--- config.mk ---
export PLATFORM = sky130hd
export DESIGN_NAME = alu_seq_flat
export DESIGN_NICKNAME = d
export VERILOG_FILES = /design/src/rtl/alu_seq_pkg.sv /design/src/rtl/alu_seq_if.sv /design/src/rtl/alu_seq_iter.sv /design/src/rtl/alu_seq.sv /design/src/flat_wrapper.sv
export SDC_FILE = /design/constraint.sdc
export NUM_CORES = 1
export LEC_CHECK = 0
export CORE_MARGIN = 2
export CORE_UTILIZATION = 60
export CTS_BUF_LIST = sky130_fd_sc_hd__clkbuf_8
export DETAILED_ROUTE_END_ITERATION = 8
export DONT_BUFFER_PORTS = 1
export PLACE_DENSITY_LB_ADDON = 0.05
export SLEW_MARGIN = 20
export SYNTH_ARGS = -nofsm -noshare
export SYNTH_HDL_FRONTEND = slang
export SYNTH_SLANG_ARGS = --single-unit
--- constraint.sdc ---
create_clock -name clk -period 6 [get_ports clk]
set_clock_uncertainty 0.05 [all_clocks]
set_input_delay 1.2 -clock clk [delete_from_list [all_inputs] [get_ports clk]]
set_output_delay 1.2 -clock clk [all_outputs]
set_load 0.005 [all_outputs]
--- src/rtl/alu_seq_pkg.sv ---
// alu_seq_pkg -- shared definitions for the handshaked sequential ALU.
//   Opcode encodings, FSM state enum, iterative-datapath mode enum and
//   flag bit indices.
//   Optional feature macro: ALU_SEQ_MUL_EN (adds the MUL state; without it
//   opcode 10 decodes as illegal).
package alu_seq_pkg;

  localparam logic [3:0] OP_ADD  = 4'd0;
  localparam logic [3:0] OP_SUB  = 4'd1;
  localparam logic [3:0] OP_AND  = 4'd2;
  localparam logic [3:0] OP_OR   = 4'd3;
  localparam logic [3:0] OP_XOR  = 4'd4;
  localparam logic [3:0] OP_NOT  = 4'd5;
  localparam logic [3:0] OP_SHL  = 4'd6;
  localparam logic [3:0] OP_SHR  = 4'd7;
  localparam logic [3:0] OP_ASR  = 4'd8;
  localparam logic [3:0] OP_PASS = 4'd9;
  localparam logic [3:0] OP_MUL  = 4'd10;

  // Bit positions when the four flags are viewed as one vector {c,z,n,v}.
  localparam int FLAG_V = 0;
  localparam int FLAG_N = 1;
  localparam int FLAG_Z = 2;
  localparam int FLAG_C = 3;

  typedef enum logic [2:0] {
    ST_IDLE,
    ST_EXEC,
    ST_SHIFT,
    ST_DONE
`ifdef ALU_SEQ_MUL_EN
    , ST_MUL
`endif
  } state_e;

  typedef enum logic [1:0] {
    IT_SHL,
    IT_SHR,
    IT_ASR,
    IT_MUL
  } iter_mode_e;

  function automatic logic op_is_shift(input logic [3:0] op);
    return (op == OP_SHL) || (op == OP_SHR) || (op == OP_ASR);
  endfunction

endpackage

--- src/rtl/alu_seq_if.sv ---
// alu_seq_if -- operand/result bus of alu_seq.
//   Input port : in_valid/in_ready with a, b, op.
//   Output port: out_valid/out_ready with result, flag_c/z/n/v, err.
//   Handshake: a transfer happens on a rising edge where valid && ready;
//   the producer holds valid and payload stable until that edge, and
//   ready may depend combinationally on state but never on valid.
//   master = operand source / result sink, slave = the ALU.
interface alu_seq_if #(
  parameter int WIDTH = 8
);
  logic             in_valid;
  logic             in_ready;
  logic [WIDTH-1:0] a;
  logic [WIDTH-1:0] b;
  logic [3:0]       op;
  logic             out_valid;
  logic             out_ready;
  logic [WIDTH-1:0] result;
  logic             flag_c;
  logic             flag_z;
  logic             flag_n;
  logic             flag_v;
  logic             err;

  modport master (
    output in_valid, a, b, op, out_ready,
    input  in_ready, out_valid, result, flag_c, flag_z, flag_n, flag_v, err
  );

  modport slave (
    input  in_valid, a, b, op, out_ready,
    output in_ready, out_valid, result, flag_c, flag_z, flag_n, flag_v, err
  );
endinterface

--- src/rtl/alu_seq_iter.sv ---
// alu_seq_iter -- iterative datapath for shifts (one bit per step) and,
//   with ALU_SEQ_MUL_EN, shift-add multiply (WIDTH steps).
//   clk, reset : clock, synchronous active-high reset
//   load       : capture a, b, mode and the iteration count
//   step       : perform one iteration while the count is non-zero
//   mode       : IT_SHL / IT_SHR / IT_ASR / IT_MUL
//   a, b       : operand, shift amount (low SHW bits) or multiplier
//   done       : count has reached zero
//   result     : shifted value or low WIDTH bits of the product
//   carry      : last bit shifted out (0 for amount 0 and for MUL)
module alu_seq_iter
  import alu_seq_pkg::*;
#(
  parameter int WIDTH = 8
) (
  input  logic             clk,
  input  logic             reset,
  input  logic             load,
  input  logic             step,
  input  iter_mode_e       mode,
  input  logic [WIDTH-1:0] a,
  input  logic [WIDTH-1:0] b,
  output logic             done,
  output logic [WIDTH-1:0] result,
  output logic             carry
);
  localparam int SHW = $clog2(WIDTH);
  localparam int CW  = SHW + 1;  // must hold WIDTH for the multiply

  logic [CW-1:0]    count;
  iter_mode_e       mode_q;
  logic [WIDTH-1:0] data;
  logic             carry_q;

`ifdef ALU_SEQ_MUL_EN
  logic [WIDTH-1:0] mplier;
  logic [WIDTH-1:0] acc;
`else
  // Only the shift amount bits of b are needed without the multiplier.
  logic unused_b_hi;
  assign unused_b_hi = ^b[WIDTH-1:SHW];
`endif

  always_ff @(posedge clk) begin
    if (reset) begin
      count   <= '0;
      mode_q  <= IT_SHL;
      data    <= '0;
      carry_q <= 1'b0;
`ifdef ALU_SEQ_MUL_EN
      mplier  <= '0;
      acc     <= '0;
`endif
    end else if (load) begin
      mode_q  <= mode;
      data    <= a;
      carry_q <= 1'b0;
      count   <= {1'b0, b[SHW-1:0]};
`ifdef ALU_SEQ_MUL_EN
      mplier  <= b;
      acc     <= '0;
      if (mode == IT_MUL) count <= CW'(WIDTH);
`endif
    end else if (step && (count != '0)) begin
      count <= count - CW'(1);
      case (mode_q)
        IT_SHL: begin
          carry_q <= data[WIDTH-1];
          data    <= data << 1;
        end
        IT_SHR: begin
          carry_q <= data[0];
          data    <= data >> 1;
        end
        IT_ASR: begin
          carry_q <= data[0];
          data    <= {data[WIDTH-1], data[WIDTH-1:1]};
        end
`ifdef ALU_SEQ_MUL_EN
        IT_MUL: begin
          // data is the multiplicand, shifted left once per step.
          if (mplier[0]) acc <= acc + data;
          data   <= data << 1;
          mplier <= mplier >> 1;
        end
`endif
        default: ;
      endcase
    end
  end

  assign done  = (count == '0);
  assign carry = carry_q;
`ifdef ALU_SEQ_MUL_EN
  assign result = (mode_q == IT_MUL) ? acc : data;
`else
  assign result = data;
`endif

endmodule

--- src/rtl/alu_seq.sv ---
// alu_seq -- handshaked sequential ALU, one operation in flight.
//   clk       : clock, rising edge
//   reset     : synchronous, active-high
//   bus       : alu_seq_if.slave (in_valid/in_ready/a/b/op,
//               out_valid/out_ready/result/flag_c/z/n/v/err)
//   dbg_state : current FSM state
//   Macro ALU_SEQ_MUL_EN enables opcode 10 (MUL) and its state.
//   Arithmetic/logic/PASS/illegal ops finish one cycle after acceptance;
//   shifts take 1+amount cycles; MUL takes 1+WIDTH cycles. Results and
//   flags are loaded only on entry to DONE and held there until consumed.
module alu_seq
  import alu_seq_pkg::*;
#(
  parameter int WIDTH = 8
) (
  input  logic   clk,
  input  logic   reset,
  alu_seq_if.slave bus,
  output state_e dbg_state
);
  state_e state, next;

  logic             accept;
  logic             in_ready_int;
  logic [WIDTH-1:0] a_q, b_q;
  logic [3:0]       op_q;

  logic             iter_load, iter_step, iter_done, iter_carry;
  logic [WIDTH-1:0] iter_res;
  iter_mode_e       iter_mode;

  logic [WIDTH-1:0] exec_res;
  logic             exec_c, exec_v, exec_err;
  logic [WIDTH:0]   sum_ext;

  logic             to_done;
  logic [WIDTH-1:0] fin_res;

  logic [WIDTH-1:0] result_q;
  logic             c_q, z_q, n_q, v_q, err_q;

  assign in_ready_int = (state == ST_IDLE) && !reset;
  assign accept       = bus.in_valid && in_ready_int;

  // ---------------- FSM ----------------
  always_ff @(posedge clk) begin
    if (reset) state <= ST_IDLE;
    else       state <= next;
  end

  always_comb begin
    next      = state;
    iter_load = 1'b0;
    iter_step = 1'b0;
    iter_mode = IT_MUL;
    case (bus.op)
      OP_SHL:  iter_mode = IT_SHL;
      OP_SHR:  iter_mode = IT_SHR;
      OP_ASR:  iter_mode = IT_ASR;
      default: iter_mode = IT_MUL;
    endcase
    case (state)
      ST_IDLE: begin
        if (accept) begin
          next = ST_EXEC;
          if (op_is_shift(bus.op)) begin
            next      = ST_SHIFT;
            iter_load = 1'b1;
          end
`ifdef ALU_SEQ_MUL_EN
          if (bus.op == OP_MUL) begin
            next      = ST_MUL;
            iter_load = 1'b1;
          end
`endif
        end
      end
      ST_EXEC: next = ST_DONE;
      ST_SHIFT: begin
        iter_step = 1'b1;
        if (iter_done) next = ST_DONE;
      end
`ifdef ALU_SEQ_MUL_EN
      ST_MUL: begin
        iter_step = 1'b1;
        if (iter_done) next = ST_DONE;
      end
`endif
      ST_DONE: if (bus.out_ready) next = ST_IDLE;
      default: next = ST_IDLE;
    endcase
  end

  // ---------------- operand capture ----------------
  always_ff @(posedge clk) begin
    if (reset) begin
      a_q  <= '0;
      b_q  <= '0;
      op_q <= '0;
    end else if (accept) begin
      a_q  <= bus.a;
      b_q  <= bus.b;
      op_q <= bus.op;
    end
  end

  // ---------------- iterative datapath ----------------
  alu_seq_iter #(.WIDTH(WIDTH)) u_iter (
    .clk    (clk),
    .reset  (reset),
    .load   (iter_load),
    .step   (iter_step),
    .mode   (iter_mode),
    .a      (bus.a),
    .b      (bus.b),
    .done   (iter_done),
    .result (iter_res),
    .carry  (iter_carry)
  );

  // ---------------- single-cycle datapath ----------------
  // Only consumed in EXEC; shift/MUL opcodes fall into the illegal arm
  // here but never reach EXEC.
  always_comb begin
    exec_res = '0;
    exec_c   = 1'b0;
    exec_v   = 1'b0;
    exec_err = 1'b0;
    sum_ext  = '0;
    case (op_q)
      OP_ADD: begin
        sum_ext  = {1'b0, a_q} + {1'b0, b_q};
        exec_res = sum_ext[WIDTH-1:0];
        exec_c   = sum_ext[WIDTH];
        exec_v   = (a_q[WIDTH-1] == b_q[WIDTH-1]) &&
                   (sum_ext[WIDTH-1] != a_q[WIDTH-1]);
      end
      OP_SUB: begin
        // A + ~B + 1: carry out of 1 means no borrow.
        sum_ext  = {1'b0, a_q} + {1'b0, ~b_q} + {{WIDTH{1'b0}}, 1'b1};
        exec_res = sum_ext[WIDTH-1:0];
        exec_c   = sum_ext[WIDTH];
        exec_v   = (a_q[WIDTH-1] != b_q[WIDTH-1]) &&
                   (sum_ext[WIDTH-1] != a_q[WIDTH-1]);
      end
      OP_AND:  exec_res = a_q & b_q;
      OP_OR:   exec_res = a_q | b_q;
      OP_XOR:  exec_res = a_q ^ b_q;
      OP_NOT:  exec_res = ~a_q;
      OP_PASS: exec_res = b_q;
      default: exec_err = 1'b1;
    endcase
  end

  // ---------------- output registers ----------------
  assign to_done = (state != ST_DONE) && (next == ST_DONE);
  assign fin_res = (state == ST_EXEC) ? exec_res : iter_res;

  always_ff @(posedge clk) begin
    if (reset) begin
      result_q <= '0;
      c_q      <= 1'b0;
      z_q      <= 1'b0;
      n_q      <= 1'b0;
      v_q      <= 1'b0;
      err_q    <= 1'b0;
    end else if (to_done) begin
      result_q <= fin_res;
      z_q      <= (fin_res == '0);
      n_q      <= fin_res[WIDTH-1];
      if (state == ST_EXEC) begin
        c_q   <= exec_c;
        v_q   <= exec_v;
        err_q <= exec_err;
      end else begin
        c_q   <= iter_carry;
        v_q   <= 1'b0;
        err_q <= 1'b0;
      end
    end
  end

  assign bus.in_ready  = in_ready_int;
  assign bus.out_valid = (state == ST_DONE);
  assign bus.result    = result_q;
  assign bus.flag_c    = c_q;
  assign bus.flag_z    = z_q;
  assign bus.flag_n    = n_q;
  assign bus.flag_v    = v_q;
  assign bus.err       = err_q;
  assign dbg_state     = state;

endmodule
--- src/flat_wrapper.sv ---
// flat-port wrapper written by rule: the top's interface ports become plain ports
module alu_seq_flat import alu_seq_pkg::*;
#(
  parameter int WIDTH = 8
)
  (clk, reset, dbg_state, bus_in_valid, bus_a, bus_b, bus_op, bus_out_ready, bus_in_ready, bus_out_valid, bus_result, bus_flag_c, bus_flag_z, bus_flag_n, bus_flag_v, bus_err);
  alu_seq_if #(.WIDTH(WIDTH)) bus_i ();
  input  logic clk;
  input  logic reset;
  output state_e dbg_state;
  input wire logic [$bits(bus_i.in_valid)-1:0] bus_in_valid;
  input wire logic [$bits(bus_i.a)-1:0] bus_a;
  input wire logic [$bits(bus_i.b)-1:0] bus_b;
  input wire logic [$bits(bus_i.op)-1:0] bus_op;
  input wire logic [$bits(bus_i.out_ready)-1:0] bus_out_ready;
  output wire logic [$bits(bus_i.in_ready)-1:0] bus_in_ready;
  output wire logic [$bits(bus_i.out_valid)-1:0] bus_out_valid;
  output wire logic [$bits(bus_i.result)-1:0] bus_result;
  output wire logic [$bits(bus_i.flag_c)-1:0] bus_flag_c;
  output wire logic [$bits(bus_i.flag_z)-1:0] bus_flag_z;
  output wire logic [$bits(bus_i.flag_n)-1:0] bus_flag_n;
  output wire logic [$bits(bus_i.flag_v)-1:0] bus_flag_v;
  output wire logic [$bits(bus_i.err)-1:0] bus_err;
  assign bus_i.in_valid = bus_in_valid;
  assign bus_i.a = bus_a;
  assign bus_i.b = bus_b;
  assign bus_i.op = bus_op;
  assign bus_i.out_ready = bus_out_ready;
  assign bus_in_ready = bus_i.in_ready;
  assign bus_out_valid = bus_i.out_valid;
  assign bus_result = bus_i.result;
  assign bus_flag_c = bus_i.flag_c;
  assign bus_flag_z = bus_i.flag_z;
  assign bus_flag_n = bus_i.flag_n;
  assign bus_flag_v = bus_i.flag_v;
  assign bus_err = bus_i.err;
  alu_seq #(.WIDTH(WIDTH)) u_core (.clk(clk), .reset(reset), .bus(bus_i), .dbg_state(dbg_state));
endmodule
== Yosys cells after proc, flatten, opt, wreduce, memory -nomap -nowiden ==
Cells that the tools add are included.
W data, S select, Z words.

* Bits in registers: 51

* $add $sub $neg: 4
* Eq/ne operators: 21
* Muxes and demuxes: 24
* Bitwise operators: 5
* Reduce and logical (&&, ||, !) cells: 25

{| class="wikitable"
|+ Operators with widths
! cell !! number
|-
| $pmux W8 S7 || 1
|-
| $mux W8 || 3
|-
| $pmux W8 S3 || 1
|-
| $add A8 B8 Y9 || 2
|-
| $eq A4 B3 Y1 const B || 4
|-
| $not A8 Y8 || 2
|-
| $mux W3 || 5
|-
| $pmux W3 S4 || 1
|-
| $add A9 B1 Y9 const B || 1
|-
| $eq A3 B2 Y1 const B || 3
|-
| $and A8 B8 Y8 || 1
|-
| $eq A4 B2 Y1 const B || 2
|-
| $eq A4 B4 Y1 const B || 2
|-
| $logic_not A4 Y1 || 2
|-
| $logic_not A8 Y1 || 1
|-
| $mux W1 || 8
|-
| $or A8 B8 Y8 || 1
|-
| $reduce_bool A4 Y1 || 2
|-
| $xor A8 B8 Y8 || 1
|-
| $reduce_or A7 Y1 || 1
|-
| $logic_and A1 B1 Y1 || 6
|-
| $pmux W1 S2 || 3
|-
| $pmux W2 S3 || 1
|-
| $eq A4 B1 Y1 const B || 1
|-
| other kinds (18) || 24
|}

== Longest topological paths before layout ==
Gate-level depths: netlist of run 1.

* Depth after elaboration: 8
* Depth in mapped cells: 11
* Mapped depth without buffers: 10

== Cells and area by module ==
A second synthesis of run 1 with hierarchy kept.

* Cells, all modules: 480
* Area, all modules: 3778.6 um2

{| class="wikitable"
|+ By module, submodules not included
! module !! instances !! cells each !! area an instance (um2)
|-
| alu_seq || 1 || 375 || 2826.5
|-
| alu_seq_iter || 1 || 105 || 952.2
|}

== Worst setup path after synthesis of run 1 ==
No wires, ideal clock.

* Kind: in2out
* Start: input reset
* End: output bus_in_ready
* Arrival: 1382 ps
* Data required time: 4750 ps
* Path slack: 3368 ps
* Cell stages on the path: 1
* Buffers on the path: 0
* Path through: nor4_4

* Word-level cells in the longest chain between the ends: 2

{| class="wikitable"
|+ RTL lines
! what !! RTL line !! source
|-
| from (decl) || flat_wrapper.sv:9 || <nowiki>input logic reset;</nowiki>
|-
| $logic_not A1 Y1 || alu_seq.sv:42 || <nowiki>assign in_ready_int = (state == ST_IDLE) && !reset;</nowiki>
|-
| $logic_and A1 B1 Y1 || alu_seq.sv:42 ||
|-
| to (decl) || flat_wrapper.sv:16 || <nowiki>output wire logic [$bits(bus_i.in_ready)-1:0] bus_in_ready;</nowiki>
|}

No other way between the ends.

== Worst setup path after layout of run 1 ==
* Start: register u_core.b_q[1]
* End: register u_core.z_q (netlist: u_core.bus.flag_z)

* Word-level cells in the longest chain between the ends: 6
* Elaborated cells on any way between the ends: 10
* Those cells by class: add/sub: 3; mux: 2; bitwise: 4; reduce/logical: 1

{| class="wikitable"
|+ RTL lines
! what !! RTL line !! source
|-
| from (decl) || alu_seq.sv:25 || <nowiki>logic [WIDTH-1:0] a_q, b_q;</nowiki>
|-
| from (signal assigned) || alu_seq.sv:102 || <nowiki>b_q <= bus.b;</nowiki>
|-
| $not A8 Y8 || alu_seq.sv:140 || <nowiki>sum_ext = {1'b0, a_q} + {1'b0, ~b_q} + {{WIDTH{1'b0}}, 1'b1};</nowiki>
|-
| $add A8 B8 Y9 || alu_seq.sv:140 ||
|-
| $add A9 B1 Y9 || alu_seq.sv:140 ||
|-
| $pmux W8 S7 * || alu_seq.sv:130 || <nowiki>case (op_q)</nowiki>
|-
| $mux W8 * || alu_seq.sv:157 || <nowiki>assign fin_res = (state == ST_EXEC) ? exec_res : iter_res;</nowiki>
|-
| $logic_not A8 Y1 * || alu_seq.sv:169 || <nowiki>z_q <= (fin_res == '0);</nowiki>
|-
| to (signal assigned) || alu_seq.sv:169 ||
|-
| to (decl) || alu_seq.sv:40 || <nowiki>logic c_q, z_q, n_q, v_q, err_q;</nowiki>
|}

Mark *: on every way between the ends. The rest lies on a longest branch, timed or not.
A chain may end at the register's enable or synchronous reset.

==> impl_metrics.toml, run 1 <==
[clock_tree]
postCtsHoldBufs = 0
cts_sinks = 50
h-tree-depth = 2
cts_resized = 0
clock_path_buffers = 2
cts_buffers = 5
root_buffer = "clkbuf_8"
clk_latency_ps = 300
path_clk_slew_ps = 80
cts_setup_buffers = 0
cts_tree = "done"

[timing]
fin_crit_sh = 0.514
tns_ps = 0
finalHoldViolations = 0
worst_slew_pin_slew_ps = 905
grt_setup_unrepaired = "no"
relSlewSlack = 0.389
fmax_mhz = 324
setup_violations = 0
slew_violations = 0
min_period_ps = 3080

[floorplanning]
io_pins = 42
die_width_um = 82.4
floorplan.initialDensity = 0.622
die_h_um = 82.4
rows = 28
core_area_um2 = 5920
die_area_um2 = 6780

[critical_path]
worstPathArrival_ps = 3280
path_class = "flip-flop to flip-flop"
cp.required_ps = 6190
start_kind = "flip-flop"
critPathMaxFanout = 6
end_kind = "flip-flop"

[layout]
register_area_um2 = 1000
num-nets-final = 515
stdcell_count = 536
fillers = 578
syn_to_final_growth_pct = 1.09
multi_input_area_um2 = 2400
antennaDiodeCount = 0
drive_above_1_share = 0.0477
fin_area_um2 = 3720

[logic_synthesis]
synth_ff_type = "dfxtp_1"
synth_cell_type_count = 66
synth_edf_count = 0
synth.most_common_cell = "nand2_1"
synth_common_cells = "nand2_1 (67), a21oi_1 (59), dfxtp_1 (50)"
ys_ff_latch = 50
syn_avg_cell_area_um2 = 7.55
synth.area.top_cells = "dfxtp_1 (27%), ha_1 (9.9%), a21oi_1 (8.0%)"
seq_area_frac_synth = 0.272
yosysWarnings = 0
async_flop_share = 0
synth_area_um2 = 3680
yosys.area.top_type_share = 0.272
yosysTopAreaCell = "dfxtp_1"
synthCells = 488
synth_nets = 543

[route]
vias_per_cell = 6.36
vias = 3409
wire_per_inst_um = 17.6
drcViolationCount = 0
antenna_left = 0
dr.pass1.iters = 6
drt_iter0_drc = 281
drt-total-wl_mm = 9.44

[placed_design]
port_buffers = 0
dpl-instance-area_um2 = 3620
dp.cells = 528
globalplace.congestion = 0.906
dp_hpwl_mm = 7.06

[run]
maxCapViolCount = 0

[grt]
antenna_found_initial = 0
grt_use_met3 = 0.0609
grt-busiest-layer = "met2"
grt_pass1_vias = 3046
grt_use_total = 0.288
use_met2 = 0.478
grt_first_pass_wirelength_mm = 14.9
grt_max_degree = 51
grt_use_met1 = 0.376
grt_overflow = 0

[power]
share_comb_of_total_power = 0.129
ir_worst_vdd_v = 0.000159
p_total_uw = 662
pwr_density_cell_nw_per_um2 = 178
p_leak_uw = 0.00129
switching_share = 0.255
p_sw_uw = 169
clockPowerShare = 0.340
p_int_uw = 493
p_seq_frac = 0.530

[run_status]
status = "finished, final reports clean"

[hold_path]
hp-class = "flip-flop to flip-flop"
-- layer usage --
metal | up-vias | wire length, um
li1 | 1684 | -
met1 | 1591 | 4140
met2 | 118 | 4380
met3 | 16 | 739
met4 | 0 | 173
met5 | - | 0
-- path summary, 6_finish.rpt --
path / start / endpoint / slack [ps] / cells past startpoint
worst max register to register: u_core.b_q[1]$_SDFFE_PP0N_ / u_core.bus.flag_z$_SDFFE_PP0P_ / 2920 / 9
worst min-delay path: u_core.bus.result[5]$_SDFFE_PP0P_ / u_core.bus.result[5]$_SDFFE_PP0P_ / 420 / 2
worst max-delay path: u_core.b_q[1]$_SDFFE_PP0N_ / u_core.bus.flag_z$_SDFFE_PP0P_ / 2920 / 9
worst min register to register: u_core.bus.result[5]$_SDFFE_PP0P_ / u_core.bus.result[5]$_SDFFE_PP0P_ / 420 / 2
-- kinds of logic (layout without fill, tap and decap cells) --
group           count (synthesis)  in the layout  share of synthesized area
simple gates                  184            184                      0.260
compound gates                147            147                      0.261
buf+inv                        67             40                     0.0771
flops                          50             50                      0.272
fa+ha+maj                      31             31                      0.109
mux                             5              5                     0.0136
xor+xnor                        3              3                    0.00713
other cells                     1              1                    0.00102
-- placed cells by master (no fill, tap or decap), drive strengths merged, types with 3 or more instances in the layout --
cell | synthesis | final
o21ai | 22 | 22
a211oi | 8 | 8
nand3b | 4 | 4
o22ai | 3 | 3
nor4 | 5 | 5
clkbuf | 22 | 5
o221ai | 3 | 3
o21bai | 4 | 4
a221oi | 7 | 7
nor4b | 6 | 6
dfxtp | 50 | 50
nor4bb | 3 | 3
nand3 | 3 | 3
mux2i | 5 | 5
a21oi | 59 | 59
a2111oi | 3 | 3
a221o | 4 | 4
ha | 29 | 29
nor2b | 10 | 10
inv | 31 | 33
a311oi | 7 | 7
nor3 | 16 | 16
a31oi | 5 | 5
nand2 | 67 | 67
nand2b | 6 | 6
nor2 | 46 | 46
-- worst max-delay path, cell delays in order (launching register included) --
cell,delay [ps]
dfxtp_1,500
inv_1,110
ha_1,340
a211oi_1,500
nor2_1,140
a221o_1,320
a211oi_1,600
o22ai_1,180
nor2_1,120
a41o_1,180
-- registers in the layout, summed over array words and instances, names as in the netlist --
signal and count:
u_core.u_iter.mode_q 2, u_core.op_q 4, u_core.b_q 8, u_core.u_iter.carry 1, u_core.u_iter.result 8, u_core.dbg_state 3, u_core.bus.flag_z 1, u_core.bus.flag_c 1
u_core.u_iter.count 4, u_core.bus.result 7, u_core.a_q 8, u_core.bus.flag_v 1, u_core.bus.err 1, u_core.bus.flag_n 1
-- metrics by stage --
stage	util	hold slack (ps)	setup WS (ps)
CTS	0.629	430	2980
detailed placement	0.611	417	2730
global placement	0.611	411	2750
finish	0.629	421	2920
global route	0.629	450	2740
floorplan	-	403	3370
-- power groups by stage --
stage                     sequential [uW]  clock [uW]  combinational [uW]
final                                 351         225                85.6
after global routing                  353         240                95.1
after CTS                             351         230                84.4
after detailed placement              359           0                83.8
after global placement                358           0                82.4
after floorplan                       351           0                79.5
-- layout make-up --
cell class / instances / share of cell area
sequential: 50 / 0.269
inverter: 31 / 0.0313
tap: 75 / 0.0252
multi-input combinational: 371 / 0.644
clock buffer: 5 / 0.0185
clock inverter: 3 / 0.0101
timing repair buffer: 1 / 0.00202
No activity file was read; power rests on OpenSTA's default activity.
==> inputs of run 2 (changes only) <==
==> constraint.sdc (replaced) <==
create_clock -name clk -period 3.2 [get_ports clk]
set_clock_uncertainty 0.05 [all_clocks]
set_input_delay 0.64 -clock clk [delete_from_list [all_inputs] [get_ports clk]]
set_output_delay 0.64 -clock clk [all_outputs]
set_load 0.005 [all_outputs]
==> impl_metrics.toml, run 2 (synthesis results as in run 1) <==
[layout]
stdcell_count = 547
fillers = 521
final_util = 0.643
final_common_cell = "nand2_1"
layout_common_cells = "nand2_1 (67), a21oi_1 (59), dfxtp_1 (50)"
num-nets-final = 526
syn_to_final_growth_pct = 3.43
drive_above_1_share = 0.0720
antennaDiodeCount = 0
fin_area_um2 = 3810

[timing]
finalHoldViolations = 0
slew_violations = 0
setup_violations = 0
min_period_ps = 2860
fin_crit_sh = 0.895
grt_setup_unrepaired = "no"
tns_ps = 0
fmax_mhz = 349
relSlewSlack = 0.491
setup_ws_ps = 336
worst_slew_pin_slew_ps = 761

[route]
drcViolationCount = 0
antenna_left = 0
drt_iter0_drc = 311
vias = 3456
dr.pass1.iters = 6
drt-total-wl_mm = 10.3
vias_per_cell = 6.32
wire_per_inst_um = 18.8

[floorplanning]
core_area_um2 = 5920
floorplan.initialDensity = 0.622
io_pins = 42
die_width_um = 82.4
die_h_um = 82.4
die_area_um2 = 6780
rows = 28

[critical_path]
slowest_stage = "a211oi_1"
r2r_cells = 9
reg2reg_from = "u_core.b_q[1]$_SDFFE_PP0N_"
slowest_delay_ps = 500
path_buf_inv = 1
cp_num_cells = 9
critPathMaxFanout = 6
cp.required_ps = 3400
worstPathArrival_ps = 3060
end_kind = "flip-flop"
cp_cell_sequence = "inv_1 > ha_1 > a211oi_1 > nor2_1 > a221o_1 > a211oi_1 > o22ai_1 > nor2_1 > a41o_1"
cp_top_family = "compound AO/OA/AOI/OAI gates"
start_kind = "flip-flop"
path_class = "flip-flop to flip-flop"
rrSetupSlack_ps = 340
rr_endpoint = "u_core.bus.flag_z$_SDFFE_PP0P_"

[clock_tree]
clock_path_buffers = 2
path_clk_slew_ps = 100
h-tree-depth = 2
cts_sinks = 50
clk_latency_ps = 310
cts_buffers = 5
postCtsHoldBufs = 0
cts_tree = "done"
cts_setup_buffers = 0
cts_resized = 0
root_buffer = "clkbuf_8"

[run]
maxCapViolCount = 0

[power]
pwr_density_cell_nw_per_um2 = 335
ir_worst_vdd_v = 0.000241
p_leak_uw = 0.00134

[placed_design]
dp.cells = 539
pre_cts_ws_ps = 373
globalplace.congestion = 0.899
dp_hpwl_mm = 7.53
dpl-instance-area_um2 = 3700
port_buffers = 0

[hold_path]
worstHoldStart = "reset"
holdPathEnd = "u_core.a_q[5]$_SDFFE_PP0N_"
min_path_cells = 1
hp-class = "input port to flip-flop"

[grt]
grt_overflow = 0
grt_max_degree = 51
antenna_found_initial = 0
grt_pass1_vias = 3117
grt_use_total = 0.311
grt_first_pass_wirelength_mm = 15.8

[run_status]
status = "finished, final reports clean"
==> run 2: cell count changes in the layout (fill, tap and decap cells not counted), sizes merged <==
cell      previous run  this run
buf                  1        12
clkinvlp             0         1
inv                 33        32
==> run 2: report_power, final <==
group	switching, uW	total [uW]	internal [uW]
clock	215	445	230
combinational	104	175	71.4
sequential	22.5	657	634
total	342	1280	936
==> run 2: how the worst max path moves through the flow <==
stage,startpoint,to
after CTS,u_core.b_q[1]$_SDFFE_PP0N_,u_core.bus.flag_z$_SDFFE_PP0P_
after floorplan,u_core.b_q[1]$_SDFFE_PP0N_,u_core.bus.flag_z$_SDFFE_PP0P_
after detailed placement,u_core.b_q[1]$_SDFFE_PP0N_,u_core.bus.flag_z$_SDFFE_PP0P_
final,u_core.b_q[1]$_SDFFE_PP0N_,u_core.bus.flag_z$_SDFFE_PP0P_
after global routing,u_core.b_q[1]$_SDFFE_PP0N_,u_core.bus.flag_z$_SDFFE_PP0P_
after global placement,u_core.b_q[1]$_SDFFE_PP0N_,u_core.bus.flag_z$_SDFFE_PP0P_
==> run 2: stage by stage <==
step	total power [uW]	hold slack, ps
CTS	1280	331
floorplan	807	403
detailed placement	843	412
global route	1330	325
finish	1280	338
global placement	841	410
==> run 2: layout make-up <==
type                            count  area, um2  share of cell area
Sequential cell                    50       1000               0.263
Clock buffer                        5       68.8              0.0181
Tap cell                           75       93.8              0.0246
Inverter                           31        116              0.0305
Multi-Input combinational cell    371       2400               0.630
Timing Repair Buffer               12       90.1              0.0236
Clock inverter                      3       41.3              0.0108
==> run 2: per-layer routing <==
layer | vias to the layer above | global-route usage | part of all wire
met5 | - | 0 | 0
met2 | 136 | 0.526 | 0.47
met1 | 1598 | 0.424 | 0.45
li1 | 1708 | - | -
met4 | 0 | 0.0567 | 0.013
met3 | 14 | 0.0435 | 0.071
==> run 2: worst reg2reg max path, stage by stage (launching register included) <==
cell	delay [ps]
dfxtp_1	470
inv_1	120
ha_1	340
a211oi_1	500
nor2_1	140
a221o_1	320
a211oi_1	410
o22ai_1	150
nor2_1	130
a41o_1	180
